File: src/rtl/lc3_memaccess_pkg.sv
// Shared definitions for the LC3 data-memory access controller:
// opcode constants, FSM state encoding and memory-op decode.
package lc3_memaccess_pkg;

    localparam logic [3:0] OP_LD  = 4'b0010;
    localparam logic [3:0] OP_LDR = 4'b0110;
    localparam logic [3:0] OP_LDI = 4'b1010;
    localparam logic [3:0] OP_ST  = 4'b0011;
    localparam logic [3:0] OP_STR = 4'b0111;
    localparam logic [3:0] OP_STI = 4'b1011;

    typedef enum logic [1:0] {
        IDLE,
        PTR,
        ACC
    } state_t;

    typedef enum logic [1:0] {
        NONE,
        LOAD,
        STORE
    } mem_op_t;

    function automatic mem_op_t decode_op(input logic [3:0] opcode);
        mem_op_t op;
        case (opcode)
            OP_LD, OP_LDR, OP_LDI: op = LOAD;
            OP_ST, OP_STR, OP_STI: op = STORE;
            default:               op = NONE;
        endcase
        return op;
    endfunction

    function automatic logic is_indirect_opcode(input logic [3:0] opcode);
        return (opcode == OP_LDI) || (opcode == OP_STI);
    endfunction

endpackage

File: src/rtl/lc3_memaccess_ctrl.sv
// LC3 data-memory access controller: performs direct and indirect
// loads/stores for the execute stage and returns load data to writeback.
module lc3_memaccess_ctrl
    import lc3_memaccess_pkg::*;
#(
    parameter int DATA_W = 16,
    parameter int REG_W  = 3
) (
    input  logic              clock,
    input  logic              reset,
    input  logic              enable_execute,
    input  logic [DATA_W-1:0] IR_exec,
    input  logic [DATA_W-1:0] aluout,
    input  logic [DATA_W-1:0] M_data,
    input  logic              Mem_control_out,
    input  logic [REG_W-1:0]  dr,
    input  logic [DATA_W-1:0] Data_dout,
    output logic [DATA_W-1:0] Data_addr,
    output logic [DATA_W-1:0] Data_din,
    output logic              Data_rd,
    output logic              Data_we,
    output logic              mem_busy,
    output logic [DATA_W-1:0] memout,
    output logic              memout_valid,
    output logic [REG_W-1:0]  dr_out,
    output logic              protocol_err
);

    state_t              state;
    logic                cur_load;
    logic [REG_W-1:0]    dr_hold;
    logic [DATA_W-1:0]   store_data;

    logic [3:0]          opcode;
    mem_op_t             op;
    logic                presented;
    logic                accept;
    logic                mismatch;
    logic                unused_ir_bits;

    assign opcode         = IR_exec[DATA_W-1:DATA_W-4];
    assign op             = decode_op(opcode);
    assign presented      = enable_execute && (op != NONE);
    assign accept         = presented && !mem_busy;
    assign mismatch       = Mem_control_out != is_indirect_opcode(opcode);
    assign unused_ir_bits = ^IR_exec[DATA_W-5:0];

    always_ff @(posedge clock or negedge reset) begin
        if (!reset) begin
            state        <= IDLE;
            cur_load     <= 1'b0;
            dr_hold      <= '0;
            store_data   <= '0;
            Data_addr    <= '0;
            Data_din     <= '0;
            Data_rd      <= 1'b0;
            Data_we      <= 1'b0;
            mem_busy     <= 1'b0;
            memout       <= '0;
            memout_valid <= 1'b0;
            dr_out       <= '0;
            protocol_err <= 1'b0;
        end else begin
            memout_valid <= 1'b0;

            if (presented && mem_busy) begin
                protocol_err <= 1'b1;
            end

            // Final-access load data is captured regardless of what follows
            if (state == ACC && cur_load) begin
                memout       <= Data_dout;
                memout_valid <= 1'b1;
                dr_out       <= dr_hold;
            end

            if (accept) begin
                if (mismatch) begin
                    protocol_err <= 1'b1;
                end
                Data_addr <= aluout;
                cur_load  <= (op == LOAD);
                dr_hold   <= dr;
                if (Mem_control_out) begin
                    state      <= PTR;
                    Data_rd    <= 1'b1;
                    Data_we    <= 1'b0;
                    mem_busy   <= 1'b1;
                    store_data <= M_data;
                end else begin
                    state    <= ACC;
                    Data_rd  <= (op == LOAD);
                    Data_we  <= (op == STORE);
                    mem_busy <= 1'b0;
                    if (op == STORE) begin
                        Data_din <= M_data;
                    end
                end
            end else if (state == PTR) begin
                // Pointer read completes: the fetched word becomes the final address
                state     <= ACC;
                Data_addr <= Data_dout;
                Data_rd   <= cur_load;
                Data_we   <= !cur_load;
                mem_busy  <= 1'b0;
                if (!cur_load) begin
                    Data_din <= store_data;
                end
            end else begin
                state    <= IDLE;
                Data_rd  <= 1'b0;
                Data_we  <= 1'b0;
                mem_busy <= 1'b0;
            end
        end
    end

endmodule

File: config.mk
export PLATFORM = sky130hd
export DESIGN_NAME = lc3_memaccess_ctrl
export DESIGN_NICKNAME = d
export VERILOG_FILES = /design/src/rtl/lc3_memaccess_pkg.sv /design/src/rtl/lc3_memaccess_ctrl.sv
export SDC_FILE = /design/constraint.sdc
export NUM_CORES = 1
export LEC_CHECK = 0
export BUFFER_PORTS_ARGS = -buffer_cell sky130_fd_sc_hd__buf_4
export CELL_PAD_IN_SITES_DETAIL_PLACEMENT = 0
export CELL_PAD_IN_SITES_GLOBAL_PLACEMENT = 1
export CORE_UTILIZATION = 38
export CTS_CLUSTER_DIAMETER = 100
export DETAILED_ROUTE_END_ITERATION = 6
export GPL_TIMING_DRIVEN = 0
export HOLD_SLACK_MARGIN = 0.05
export PLACE_DENSITY_LB_ADDON = 0.05
export RECOVER_POWER = 100
export SETUP_SLACK_MARGIN = 0.2
export SYNTH_ARGS = -nofsm -noshare
export SYNTH_HDL_FRONTEND = slang
export SYNTH_SLANG_ARGS = --single-unit
File: constraint.sdc
create_clock -name clock -period 2.2 [get_ports clock]
set_clock_uncertainty 0.05 [all_clocks]
set_input_delay 0.22 -clock clock [delete_from_list [all_inputs] [get_ports clock]]
set_output_delay 0.22 -clock clock [all_outputs]
set_load 0.02 [all_outputs]
==> impl_metrics.tcl <==
set metrics [dict create \
    highest_layer "met4" \
    cts_tree "built" \
    ys_ff_latch 77 \
    grt_max_degree 78 \
    syn_inst 217 \
    hpwl_um 5170 \
    start_util_pct 40.2 \
    rows 32 \
    grt.overflow.total 0 \
    synth_compound_area_share_pct 16.0 \
    drcViolationCount 0 \
    clock_latency_ns 0.34 \
    ant_nets 0 \
    synth_top_family_by_area "compound AO/OA/AOI/OAI gates" \
    clkSinkCount 77 \
    drtPass1Iterations 4 \
    crit_fanout 10 \
    yosysSeqAreaShare_pct 60.8 \
    synth.avg_cell_area_um2 14.6 \
    holdWs_ns 0.0644 \
    h-tree-depth 3 \
    worstMarginPinSlew_ns 1.05 \
    drtIter0Drc 66 \
    critPathKind "input port to flip-flop" \
    grt.total_usage_pct 18.7 \
    synth_xor_area_share_pct 0 \
    p_leak_uw 0.00199 \
    fillers 690 \
    grt_setup_unrepaired "no" \
    clk_path_buf_depth 2 \
    fmax_ghz 0.534 \
    cts_resized 0 \
    critical_path_arrival_ns 2.06 \
    slew_headroom_pct 29.7 \
    worstPathCellList "dlygate4sd3_1 -> clkbuf_1 -> nand4b_2 -> clkbuf_2 -> o32a_1 -> o21a_1" \
    boundaryPins 127 \
    layout-drive-gt1-share_pct 32.4 \
    power_density_nw_per_um2 1000 \
    fin_crit_sh_pct 85.0 \
    vias_per_cell 5.06 \
    cpMaxStageDelayCell "dlygate4sd3_1" \
    hold_violations 0 \
    setup_viol 0 \
    cts-root-buf "clkbuf_8" \
    wl_um 7820 \
    cap_violations 0 \
    syn_area_um2 3170 \
    grt_pass1_wl_um 12400 \
    die_area_um2 8710 \
    die_h_um 93.3 \
    slowest_delay_ns 0.54 \
    yosys.area_share.simple_pct 6.27 \
    antenna_found_initial 0 \
    hold_class "input port to flip-flop" \
    cp_data_required_time_ns 2.39 \
    syn_to_final_growth_pct 44.4 \
    gp_congestion 0.761 \
    synth_adder_area_share_pct 0 \
    met1_length_um 3630 \
    vias 2468 \
    ys_warn_count 0 \
    fin_nets 452 \
    grt_pass1_vias 2457 \
    outcome "finished, final reports clean" \
    die_x_um 93.3 \
    wl_met2_um 3620 \
    startpoint_type "input port" \
    ys_types 32 \
    drv_slew 0 \
    numCtsBuffers 9 \
    irDropWorstVdd_mv 0.530 \
    met3_length_um 433 \
    setup_tns_ns 0 \
    total_power_uw 4600 \
    core_um2 7890 \
    antenna_cells 0 \
    final.min_clock_period_ns 1.87 \
    io_buffers 114 \
    syn_nets 288 \
    wl_per_cell_um 16.0 \
    clkSlewWorstSetupHoldPaths_ns 0.09 \
    synthMuxAreaShare_pct 13.5 \
    end_kind "flip-flop" \
]
registers in the layout, indices dropped and copies added, names as in the netlist:
register,cells
Data_addr,16
Data_din,16
Data_rd,1
Data_we,1
cur_load,1
dr_hold,3
dr_out,3
mem_busy,1
memout,16
memout_valid,1
protocol_err,1
state,1
store_data,16
cells in the final DEF, fill, tap and decap left out, types with 3 or more instances in the layout:
master | synthesis | final
a221o_1 | 16 | 16
and2_0 | 3 | 4
and2_1 | 14 | 13
buf_4 | 1 | 57
buf_6 | 4 | 4
bufinv_16 | 0 | 3
clkbuf_1 | 1 | 62
clkbuf_8 | 0 | 10
dfrtp_1 | 77 | 77
dlygate4sd3_1 | 0 | 39
mux2_2 | 37 | 37
nand2_1 | 3 | 3
o21a_1 | 15 | 15
o21ai_0 | 4 | 4
o32a_1 | 15 | 15
synth_stat cells, drive strengths merged:
cell	n	area share (%)
or3b	1	0.28
or3	2	0.39
o21a	15	3.6
a21oi	2	0.43
nand2	3	0.36
mux2	38	13
dfrtp	77	61
nor2	1	0.36
o32a	15	4.7
inv	1	0.12
o21ai	5	1.1
nand3b	1	0.24
nor2b	2	0.39
clkbuf	1	0.12
a21o	1	0.24
and3	1	0.20
o221a	1	0.36
and2b	1	0.24
o21bai	1	0.24
a221o	16	5.1
buf	13	3.2
a31o	1	0.28
and2	17	3.4
nand4b	1	0.47
kinds of logic (layout without fill, tap and decap cells):
group | count (synthesis) | in the layout
buffers and inverters | 15 | 184
AOI/OAI and AO/OA | 57 | 57
muxes | 38 | 38
and+or+nand+nor | 30 | 30
DFF | 77 | 77
path summary, 6_finish.rpt:
check                      slack, ns  depth (start not counted)             to            start
hold reg to reg                 0.43                          1   protocol_err     protocol_err
hold / removal                  0.06                          2   Data_addr[3]        aluout[3]
setup / recovery                0.33                          6   Data_din[12]  Mem_control_out
min in group asynchronous       0.55                          2  store_data[1]            reset
setup reg to reg                0.39                          5   Data_addr[4]         mem_busy
max in group asynchronous       0.86                          2      dr_out[1]            reset
timing repair:
action | CTS | global route
setup buffers | 0 | 0
hold endpoints to repair | 115 | 0
hold buffers | 39 | 0
where the power goes:
group / total [uW] / internal [uW] / switching (uW)
logic: 1270 / 542 / 730
registers: 1990 / 1800 / 194
clock network: 1330 / 796 / 537
routing by layer:
metal,up-vias,GRT usage [%]
met2,86,28.8
li1,1148,-
met5,-,0
met1,1221,25.9
met3,13,3.25
met4,0,8.33
through the flow:
step	instances	utilization [%]	area, um^2	setup slack (ns)
floorplan	217	-	3170	0.540
global placement	433	52.7	4150	0.475
detailed placement	433	52.7	4150	0.465
CTS	488	60.9	4800	0.405
global route	488	58.0	4580	0.223
finish	488	58.0	4580	0.329
worst max-delay path: cells and delay by family:
kind	cells	cell delay [ns]
buf+inv	3	1.01
compound gates	2	0.44
simple gates	1	0.38
cell type report:
type                            count  area (um^2)  share of cell area (%)
Timing Repair Buffer              153         1030                    22.5
Buffer                             14          101                    2.21
Clock buffer                       10          138                    3.01
Multi-Input combinational cell    125         1130                    24.7
Tap cell                          102          128                    2.79
Clock inverter                      6          119                    2.60
Inverter                            1         3.75                  0.0820
Sequential cell                    77         1930                    42.1
(Power assumes the default switching activity.)
